===== src/rtl/signed_seq_calculator.sv =====
// Sign-magnitude calculator with start/done handshake.
// Add/sub in one cycle, shift-add multiply and restoring divide in N cycles.
module signed_seq_calculator #(
    parameter int N = 4
) (
    input  logic           clk,
    input  logic           rst,
    input  logic           start,
    input  logic [N-1:0]   A,
    input  logic           signA,
    input  logic [N-1:0]   B,
    input  logic           signB,
    input  logic [1:0]     sel,
    output logic [2*N:0]   O,
    output logic           busy,
    output logic           done,
    output logic           err
);

    localparam int W  = 2 * N + 1;
    localparam int CW = (N > 1) ? $clog2(N) : 1;

    typedef enum logic [1:0] {IDLE, MUL, DIV, FIN} state_t;

    state_t          state, state_nx;
    logic [CW-1:0]   cnt;
    logic            last;
    logic            accept;

    logic [N-1:0]    a_reg, b_reg, b_sh;
    logic            neg;
    logic [2*N-1:0]  prod, addend, prod_nx;
    logic [N-1:0]    rem, dvd, rem_nx, dvd_nx;
    logic [N:0]      rem_sh;
    logic [N+1:0]    diff;
    logic            ge;

    logic [N+1:0]    va, vb, sum;
    logic [W-1:0]    add_res;
    logic [2*N-1:0]  mag_fin;
    logic [W-1:0]    ext_fin, res_fin;
    logic            err_fin;

    assign accept = start && (state == IDLE);
    assign last   = (cnt == CW'(N - 1));

    // State register, cleared asynchronously so an abort is immediate
    always_ff @(posedge clk or posedge rst) begin
        if (rst) state <= IDLE;
        else     state <= state_nx;
    end

    // Next-state: add/sub skip straight to FIN, mul/div iterate N cycles
    always_comb begin
        state_nx = state;
        unique case (state)
            IDLE: if (start) state_nx = sel[1] ? (sel[0] ? DIV : MUL) : FIN;
            MUL:  if (last) state_nx = FIN;
            DIV:  if (last) state_nx = FIN;
            FIN:  state_nx = IDLE;
            default: state_nx = IDLE;
        endcase
    end

    // Handshake outputs decoded from state
    always_comb begin
        busy = (state != IDLE);
        done = (state == FIN);
    end

    // Add/sub straight from the inputs; negative zero collapses to zero
    always_comb begin
        va      = signA ? -{2'b00, A} : {2'b00, A};
        vb      = signB ? -{2'b00, B} : {2'b00, B};
        sum     = sel[0] ? (va - vb) : (va + vb);
        add_res = {{(N-1){sum[N+1]}}, sum};
    end

    // One shift-add step and one restoring-divide step per cycle
    always_comb begin
        addend  = b_sh[0] ? ({{N{1'b0}}, a_reg} << cnt) : '0;
        prod_nx = prod + addend;
        rem_sh  = {rem, dvd[N-1]};
        diff    = {1'b0, rem_sh} - {2'b00, b_reg};
        ge      = ~diff[N+1];
        rem_nx  = ge ? diff[N-1:0] : rem_sh[N-1:0];
        dvd_nx  = {dvd[N-2:0], ge};
    end

    // Final signed result; zero magnitudes never come out negative
    always_comb begin
        mag_fin = (state == MUL) ? prod_nx : {{N{1'b0}}, dvd_nx};
        ext_fin = {1'b0, mag_fin};
        res_fin = (neg && (|mag_fin)) ? -ext_fin : ext_fin;
        err_fin = (state == DIV) && (b_reg == '0);
    end

    // Operand capture, iteration state and result registers
    always_ff @(posedge clk or posedge rst) begin
        if (rst) begin
            a_reg <= '0;
            b_reg <= '0;
            b_sh  <= '0;
            neg   <= 1'b0;
            prod  <= '0;
            rem   <= '0;
            dvd   <= '0;
            cnt   <= '0;
            O     <= '0;
            err   <= 1'b0;
        end else if (accept) begin
            a_reg <= A;
            b_reg <= B;
            b_sh  <= B;
            neg   <= signA ^ signB;
            prod  <= '0;
            rem   <= '0;
            dvd   <= A;
            cnt   <= '0;
            if (!sel[1]) begin
                O   <= add_res;
                err <= 1'b0;
            end
        end else if (state == MUL || state == DIV) begin
            cnt <= cnt + CW'(1);
            if (state == MUL) begin
                prod <= prod_nx;
                b_sh <= b_sh >> 1;
            end else begin
                rem <= rem_nx;
                dvd <= dvd_nx;
            end
            if (last) begin
                O   <= err_fin ? '0 : res_fin;
                err <= err_fin;
            end
        end
    end

endmodule


===== config.mk =====
export PLATFORM = sky130hd
export DESIGN_NAME = signed_seq_calculator
export DESIGN_NICKNAME = d
export VERILOG_FILES = /design/src/rtl/signed_seq_calculator.sv
export SDC_FILE = /design/constraint.sdc
export NUM_CORES = 1
export LEC_CHECK = 0
export CORE_MARGIN = 2
export CORE_UTILIZATION = 52
export CTS_CLUSTER_SIZE = 10
export DETAILED_ROUTE_END_ITERATION = 16
export PLACE_DENSITY = 0.81
export SKIP_CTS_REPAIR_TIMING = 1
export SYNTH_ARGS = -nofsm -noshare
export SYNTH_HDL_FRONTEND = slang
export SYNTH_SLANG_ARGS = --single-unit

===== constraint.sdc =====
create_clock -name clk -period 3.2 [get_ports clk]
set_clock_uncertainty 0.2 [all_clocks]
set_input_delay 0.32 -clock clk [delete_from_list [all_inputs] [get_ports clk]]
set_output_delay 0.32 -clock clk [all_outputs]
set_load 0.01 [all_outputs]

==> impl_results.md, run 1 <==
* Synthesized Nets at 413
* Area growth syn-to-layout at 34.1%
* Ys flop type: dfrtp_1
* Largest register FFs at 9
* Dpl hpwl at 6.49 mm
* 1st-iter DRT viols at 155
* Worst Hold Class: primary input to asynchronous set/reset pin
* Clk_lat worst skew at 0.31 ns
* Post-synthesis simple-gate area fraction at 20.0%
* Non-Filler Cell Area, Final at 4350 sq um
* Comb pwr share at 67.8%
* Syn Inst Count at 370
* Final layout net count at 485
* Largest area contributor in the netlist: dfrtp_1
* Setup TNS at 0 ns
* Worst r2r src: cnt[1]$_DFFE_PP0P_
* Vias at 3040
* Die Y at 83.0 um
* Number of H-tree levels at 2
* Fraction of layout cells with a size suffix above 1 at 25.7%
* Row cnt at 28
* Clk slew on worst S/H paths at 0.09 ns
* Wire per inst at 17.2 um
* Crit path top cell by count: buf_6
* Worst EP arrival at 3.17 ns
* Final Cycle Share at 99.0%
* Clock power frac at 9.7%
* Peak VDD IR at 0.767 mV
* Post-synthesis xor/xnor area fraction at 5.29%
* Top-Level Pins at 27
* Initial cell density of the core at 54.1%
* CP Cell Sequence: buf_6 -> mux2i_4 -> nand2_1 -> o211a_4 -> ha_4 -> o21ai_4 -> buf_6 -> or2_4 -> a31o_4 -> nor3_4 -> nand4b_1 -> and3_4 -> o22a_1
* GRT Overall Usage at 25.2%
* Initial antenna violation count at 0
* Max-Cap Viols at 0
* Power per cell area at 1040 nW/um^2
* Vias in the first global route at 3056
* ANT cells at 0
* Die area at 6880 sq um
* Area contributors post-synth: dfrtp_1 33%, ha_1 9.6%, nand2_1 5.3%
* Seq pwr share at 22.6%
* First-pass GRT wire length at 14.1 mm
* Synth top cells by count: 46 x nand2_1, 43 x dfrtp_1, 30 x nor2_1
* TritonCTS clock tree: done
* Most flops, register: O
* Leakage at 1.94 nW
* Multiplexer share of the synthesized area at 5.05%
* Pint at 0.00252 W
* RR Endpoint: O[8]$_DFFE_PP0P_
* Mapped Area at 3240 sq um
* WS Path Type: flop to flop
* Final Hold Viols at 0
* Fraction of registers with async set/reset at 100%
* Chip width at 83.0 um
* Min Tclk post-route at 3.17 ns
* Syn_area_per_cell at 8.77 sq um
* Post-synth cell types at 67
* Post-synthesis adder-cell area fraction at 11.5%
* DRC Markers at 0
* Fillers at 427
* Num CTS Buffers at 5
* RePlAce Congestion at 0.863
* Count leader, synth: nand2_1
* Psw at 0.00201 W
* Required time of the critical path at 3.21 ns
* Critical path peak fanout at 4
* Sw Ratio at 44.4%
* Compound-Gate Fraction of Synth Area at 20.6%
* Max-slew violations at 0
* Outcome: complete, no violations
* Slowest cell delay on critical path at 0.42 ns
* Actual slew at the worst max-slew pin at 1.05 ns
* Port bufs at 26
* Largest net degree at the start of global routing at 31
* Total congestion overflow at 0
* Slew headroom at 29.9%
* EDFF count, synth at 0
* Post-Route Utilization at 72.6%
* FF+latch count, synth at 43
* CP Capture Type: flop
* Top Registers: O: 9 flops, prod: 8 flops
* Synth top area share at 33.2%
* CP max stage cell: dfrtp_2
* Setup Viol. Count Final at 0
* Vias/cell at 5.87
* Yosys warning count at 0
* Max Fclk at 316 MHz
* Main combinational cell family by area after synthesis: compound AO/OA/AOI/OAI gates
* Clk buf depth at 2
* Clk sinks at 43
* Register-to-register setup slack at 0.03 ns
* Routed Antenna Nets at 0
* Clock Root Buffer: clkbuf_8
* Sequential area share after synthesis at 33.2%
* RSZ-0062 raised after global routing: true
* Worst R2R Path Depth at 13
* Routed wire length at 8.93 mm
* Worst setup SP type: flop
* Core area at 5990 sq um
* Area after DPL at 3880 sq um
* Detailed Routing Iterations Pass 1 at 4
-- per-stage QoR --
step	setup WS, ns	hold slack (ns)	total power, W	std cells
after floorplan	0.0577	0.225	0.00270	370
after global placement	-0.337	0.268	0.00347	502
after detailed placement	-0.502	0.282	0.00356	502
after CTS	-0.205	0.272	0.00400	510
after global routing	-0.0955	0.283	0.00487	518
final	0.0306	0.236	0.00452	518
-- power by group through the flow --
stage	Clock [W]	Sequential (W)	Combinational, W
2_1_floorplan	0	0.000963	0.00174
3_3_place_gp	0	0.000990	0.00248
3_5_place_dp	0	0.00100	0.00256
4_1_cts	0.000438	0.000991	0.00258
5_1_grt	0.000455	0.00106	0.00336
6_report	0.000437	0.00102	0.00307
-- worst max-delay path by stage --
stage                     slack, ns                to  depth (start not counted)                from
after CTS                     -0.20  O[7]$_DFFE_PP0P_                         14                B[0]
final                          0.03  O[8]$_DFFE_PP0P_                         13  cnt[1]$_DFFE_PP0P_
after detailed placement      -0.50  O[7]$_DFFE_PP0P_                         14                B[0]
after floorplan                0.06  O[8]$_DFFE_PP0P_                         11  cnt[0]$_DFFE_PP0P_
after global routing           -0.1  O[5]$_DFFE_PP0P_                         14  cnt[1]$_DFFE_PP0P_
after global placement        -0.34  O[7]$_DFFE_PP0P_                         14                B[0]
-- per-layer routing --
metal	track usage, %	wire, um
met1	30.8	3740
met2	45.5	4690
met3	2.68	306
met4	9.24	191
met5	0	0
-- layout make-up --
type	count	area [sq um]	area share (%)
Inverter	22	82.6	1.90
Clock buffer	5	68.8	1.58
Tap cell	75	93.8	2.16
Sequential cell	43	1080	24.8
Multi-Input combinational cell	290	2300	52.8
Clock inverter	3	43.8	1.01
Timing Repair Buffer	80	683	15.7
-- cells in the final DEF (no fill, tap or decap), types with 4 or more instances in the layout --
cell type	count
xnor2_1	15
a21oi_1	17
buf_6	4
nor2_1	30
nand2_1	45
nor3_1	6
dfrtp_1	41
mux2i_1	10
clkbuf_8	5
nor2b_1	5
inv_1	19
nand3_1	6
o21a_1	5
ha_1	17
clkdlybuf4s50_1	25
o21ai_0	26
ha_4	5
buf_4	50
a21o_1	4
-- worst max-delay path, delay by kind of cell, from the launching register on --
| family | cells | cell delay, ns |
|---|---|---|
| muxes | 1 | 0.23 |
| and+or+nand+nor | 5 | 1.02 |
| AOI/OAI and AO/OA | 4 | 0.67 |
| buffers and inverters | 2 | 0.24 |
| DFF | 1 | 0.42 |
| adders and majority gates | 1 | 0.30 |
-- kinds of logic (layout without fill, tap and decap cells) --
| logic type | Yosys count | after routing |
|---|---|---|
| flops | 43 | 43 |
| mux | 16 | 16 |
| buf+inv | 37 | 110 |
| fa+ha+maj | 28 | 28 |
| simple gates | 130 | 130 |
| compound gates | 98 | 98 |
| xor+xnor | 18 | 18 |
Note: power is estimated with default switching activity, not from simulation.
==> inputs of run 2 (changes only) <==
==> constraint.sdc (replaced) <==
create_clock -name clk -period 2.74 [get_ports clk]
set_clock_uncertainty 0.2 [all_clocks]
set_input_delay 0.274 -clock clk [delete_from_list [all_inputs] [get_ports clk]]
set_output_delay 0.274 -clock clk [all_outputs]
set_load 0.1 [all_outputs]
==> run 2 against run 1 <==
  * The flow now finishes with violations (negative setup slack)
  * Hold slack got worse by 0.086 ns
  * Non-clock buffer count rose by 15
  * Clock power fell by 6.6%
  * Die area did not move
==> impl_results.md, run 2 (synthesis results as in run 1) <==
* Pint at 0.00284 W
* Detailed Routing Iterations Pass 1 at 5
* GRT Max-Usage Layer: met2
* Total power at 0.00570 W
* M1 GR Usage at 33.2%
* Most flops, register: O
* Worst r2r src: cnt[1]$_DFFE_PP0P_
* GRT Overall Usage at 24.9%
* Seq pwr share at 20.4%
* Routed Antenna Nets at 0
* Min Tclk post-route at 3.12 ns
* Critical path peak fanout at 6
* Number of H-tree levels at 2
* Setup ws final at -0.376 ns
* Total area of sequential cells at 1080 sq um
* Vias at 3128
* Setup Viol. Count Final at 9
* Final layout net count at 500
* Vias in the first global route at 2997
* Non-Filler Instances at 533
* Final Cycle Share at 114%
* Peak VDD IR at 1.22 mV
* Total congestion overflow at 0
* Worst hold slack at 0.150 ns
* Wire per inst at 16.4 um
* ANT cells at 0
* Fraction of layout cells with a size suffix above 1 at 29.0%
* Port bufs at 26
* Top Registers: O: 9 flops, prod: 8 flops
* Multi-input logic area at 2240 sq um
* Top-Level Pins at 27
* Clk buf depth at 2
* Max-slew violations at 0
* Setup TNS at -2.21 ns
* DP Cell Count at 523
* Row cnt at 28
* Max Fclk at 321 MHz
* Worst setup SP type: flop
* RePlAce Congestion at 0.889
* Register-to-register setup slack at -0.38 ns
* Worst EP arrival at 3.12 ns
* Power per cell area at 1310 nW/um^2
* Vias/cell at 5.87
* Fillers at 424
* CP Capture Type: flop
* Clk slew on worst S/H paths at 0.09 ns
* Met2 usage at 41.2%
* Num CTS Buffers at 5
* Core area at 5990 sq um
* Die Y at 83.0 um
* Final Hold Viols at 0
* Outcome: finished, violations left
* Initial cell density of the core at 54.1%
* Comb pwr share at 72.4%
* Die area at 6880 sq um
* Required time of the critical path at 2.74 ns
* Dpl hpwl at 6.71 mm
* Largest register FFs at 9
* DRC Markers at 0
* Clk_lat worst skew at 0.30 ns
* GRT met3 Usage at 4.67%
* First-pass GRT wire length at 14.0 mm
* RR Endpoint: O[6]$_DFFE_PP0P_
* Routed wire length at 8.73 mm
* Psw at 0.00286 W
* Clk sinks at 43
* Clock power frac at 7.2%
* Clock Root Buffer: clkbuf_8
* Area growth syn-to-layout at 33.6%
* RSZ-0062 raised after global routing: true
* WS Path Type: flop to flop
* Failing checks: negative setup slack
* Chip width at 83.0 um
* TritonCTS clock tree: done
* Max-Cap Viols at 0
* Leakage at 2.01 nW
* Most frequent cells in the layout: 80 x buf_4, 45 x nand2_1, 41 x dfrtp_1
* 1st-iter DRT viols at 209
* Worst R2R Path Depth at 10
* Actual slew at the worst max-slew pin at 0.899 ns
* Initial antenna violation count at 0
* Slew headroom at 39.7%
* Sw Ratio at 50.2%
* Most common library cell in the layout ignoring fill and taps: buf_4
* Largest net degree at the start of global routing at 33
* Worst Hold Class: primary input to asynchronous set/reset pin
[run 2: changes by cell type in the layout (fill, tap and decap cells not counted), moves of 2 or more]
cell,delta
o21ai_1,+3
nor3b_2,+2
buf_4,+30
buf_6,-3
ha_1,+2
clkdlybuf4s50_1,-13
o21ai_2,-2
[run 2: layout make-up]
type                    count  area share, %
clock buffers               6           1.67
repair buffers             95           17.5
well taps                  75           2.17
inverters                  22           1.91
clock inverters             2          0.289
multi-input cells         290           51.6
flip-flops and latches     43           24.9
[run 2: how the worst max path moves through the flow]
stage	from	cells past startpoint	endpoint
after floorplan	cnt[0]$_DFFE_PP0P_	11	O[6]$_DFFE_PP0P_
final	cnt[1]$_DFFE_PP0P_	10	O[6]$_DFFE_PP0P_
after global routing	cnt[1]$_DFFE_PP0P_	12	O[8]$_DFFE_PP0P_
after global placement	B[0]	14	O[7]$_DFFE_PP0P_
after detailed placement	B[0]	13	O[8]$_DFFE_PP0P_
after CTS	B[0]	13	O[8]$_DFFE_PP0P_
[run 2: through the flow]
step                      setup WS, ns  util, %  cell area (sq um)
final                           -0.376     72.3               4330
after global routing            -0.506     72.3               4330
after CTS                       -0.511     69.5               4160
after detailed placement        -0.823     68.0               4080
after global placement          -0.720     68.0               4080
after floorplan                 -0.218        -               3330
[run 2: power by group through the flow]
| stage | Combinational (W) | Clock (W) | Sequential [W] |
|---|---|---|---|
| 6_report | 0.00413 | 0.000408 | 0.00116 |
| 3_3_place_gp | 0.00377 | 0 | 0.00114 |
| 3_5_place_dp | 0.00389 | 0 | 0.00115 |
| 5_1_grt | 0.00446 | 0.000442 | 0.00120 |
| 4_1_cts | 0.00391 | 0.000414 | 0.00114 |
| 2_1_floorplan | 0.00223 | 0 | 0.00159 |
[run 2: critical path: stages, from the launching register on]
cell and delay, ns:
dfrtp_2 0.48, mux2_4 0.33, o211a_1 0.27, ha_4 0.31
o21ai_4 0.07, o2111a_1 0.25, or3_4 0.37, o41ai_4 0.36
xnor2_1 0.17, nor2_1 0.06, o22a_1 0.15
[run 2: metal layers]
metal	up-vias	part of all wire [%]
met4	0	1.2
met2	103	50
li1	1500	-
met5	-	0
met1	1511	44
met3	14	4.9
==> inputs of run 3 (changes only) <==
--- a/config.mk
+++ b/config.mk
@@ -9,6 +9,7 @@
 export CORE_UTILIZATION = 52
 export CTS_CLUSTER_SIZE = 10
 export DETAILED_ROUTE_END_ITERATION = 16
+export MAX_ROUTING_LAYER = met4
 export PLACE_DENSITY = 0.81
 export SKIP_CTS_REPAIR_TIMING = 1
 export SYNTH_ARGS = -nofsm -noshare
==> run 3 against run 2 <==
  * The run still ends with negative setup slack left
  * Hold slack improved by 0.00054 ns
  * Final cell count did not move
  * Cell area did not move
  * Global-route usage rose by 0.71 points
  * Highest routed layer unchanged
==> impl_results.md, run 3 (synthesis results as in run 1) <==
* Post-Route Utilization at 72.3%
* Max-Cap Viols at 0
* Area after DPL at 4080 sq um
* Min Tclk post-route at 3.12 ns
* Peak VDD IR at 1.22 mV
* Worst setup SP type: flop
* Dpl hpwl at 6.71 mm
* Worst r2r src: cnt[1]$_DFFE_PP0P_
* Total congestion overflow at 0
* Failing checks: negative setup slack
* Routed wire length at 8.73 mm
* Most common library cell in the layout ignoring fill and taps: buf_4
* Number of H-tree levels at 2
* Worst Hold Class: primary input to asynchronous set/reset pin
* DRC Markers at 0
* First-pass GRT wire length at 14.0 mm
* Largest net degree at the start of global routing at 33
* TritonCTS clock tree: done
* Clk buf depth at 2
* Crit path depth at 10
* Detailed Routing Iterations Pass 1 at 6
* Slew headroom at 39.8%
* Wire per inst at 16.4 um
* CP max stage cell: dfrtp_2
* Vias/cell at 5.84
* Fraction of layout cells with a size suffix above 1 at 29.0%
* Die Y at 83.0 um
* Buffers and inverters on the worst path at 0
* Num CTS Buffers at 5
* RR Endpoint: O[6]$_DFFE_PP0P_
* Non-Filler Cell Area, Final at 4330 sq um
* Required time of the critical path at 2.74 ns
* Chip width at 83.0 um
* Routed Antenna Nets at 0
* Top Registers: O: 9 flops, prod: 8 flops
* RePlAce Congestion at 0.904
* Outcome: finished, violations left
* GRT Overall Usage at 25.6%
* Final layout net count at 500
* CP Cell Sequence: mux2_4 -> o211a_1 -> ha_4 -> o21ai_4 -> o2111a_1 -> or3_4 -> o41ai_4 -> xnor2_1 -> nor2_1 -> o22a_1
* Top-Level Pins at 27
* Most frequent cells in the layout: 80 x buf_4, 45 x nand2_1, 41 x dfrtp_1
* Setup Viol. Count Final at 9
* WS Path Type: flop to flop
* Most flops, register: O
* Clock Root Buffer: clkbuf_8
* Vias in the first global route at 2993
* Final Hold Viols at 0
* Port bufs at 26
* Critical path peak fanout at 6
* Pre-CTS setup slack at -0.823 ns
* CP Capture Type: flop
* Area growth syn-to-layout at 33.6%
* Core area at 5990 sq um
* 1st-iter DRT viols at 213
* Largest register FFs at 9
* Worst EP arrival at 3.12 ns
* RSZ-0062 raised after global routing: true
* Register-to-register setup slack at -0.38 ns
* Worst R2R Path Depth at 10
* Slowest cell delay on critical path at 0.48 ns
* Final Cycle Share at 114%
* Leakage at 2.01 nW
* Setup ws final at -0.381 ns
* Power per cell area at 1310 nW/um^2
* Die area at 6880 sq um
* Vias at 3113
* Initial cell density of the core at 54.1%
* ANT cells at 0
* Clk sinks at 43
* Clk_lat worst skew at 0.30 ns
* Initial antenna violation count at 0
* Crit path max-delay family: compound AO/OA/AOI/OAI gates
* Clk slew on worst S/H paths at 0.08 ns
* Max-slew violations at 0
* Actual slew at the worst max-slew pin at 0.898 ns
* Max Fclk at 320 MHz
* Row cnt at 28
run 3: how the worst max path moves through the flow:
stage                                   from                to  slack (ns)
after floorplan           cnt[0]$_DFFE_PP0P_  O[6]$_DFFE_PP0P_       -0.22
after global placement                  B[0]  O[7]$_DFFE_PP0P_       -0.72
after detailed placement                B[0]  O[8]$_DFFE_PP0P_       -0.82
after CTS                               B[0]  O[8]$_DFFE_PP0P_       -0.51
after global routing      cnt[1]$_DFFE_PP0P_  O[8]$_DFFE_PP0P_       -0.51
final                     cnt[1]$_DFFE_PP0P_  O[6]$_DFFE_PP0P_       -0.38
run 3: layout make-up:
class / instances / area [sq um]
Multi-Input combinational cell: 290 / 2240
Fill cell: 424 / 1660
Sequential cell: 43 / 1080
Timing Repair Buffer: 95 / 757
Tap cell: 75 / 93.8
Inverter: 22 / 82.6
Clock buffer: 6 / 72.6
Clock inverter: 2 / 12.5
run 3: through the flow:
step / power (W) / setup TNS, ns / hold slack [ns] / cells
5_1_grt: 0.00610 / -3.64 / 0.221 / 533
6_report: 0.00569 / -2.26 / 0.151 / 533
2_1_floorplan: 0.00383 / -1.09 / 0.179 / 370
4_1_cts: 0.00547 / -3.31 / 0.169 / 531
3_3_place_gp: 0.00490 / -4.30 / 0.259 / 523
3_5_place_dp: 0.00504 / -4.92 / 0.293 / 523
run 3: layer usage:
layer	vias up	track usage, %	share of wire (%)
li1	1499	-	-
met1	1515	33.2	44
met2	87	41.2	50
met3	12	4.67	4.7
met4	0	7.30	1.1
met5	-	-	0
run 3: power by group:
group | internal [W] | total (W) | leakage, nW | switching (W)
sequential | 0.000931 | 0.00116 | 0.534 | 0.000230
clock | 0.000178 | 0.000406 | 0.0412 | 0.000227
combinational | 0.00173 | 0.00413 | 1.43 | 0.00240
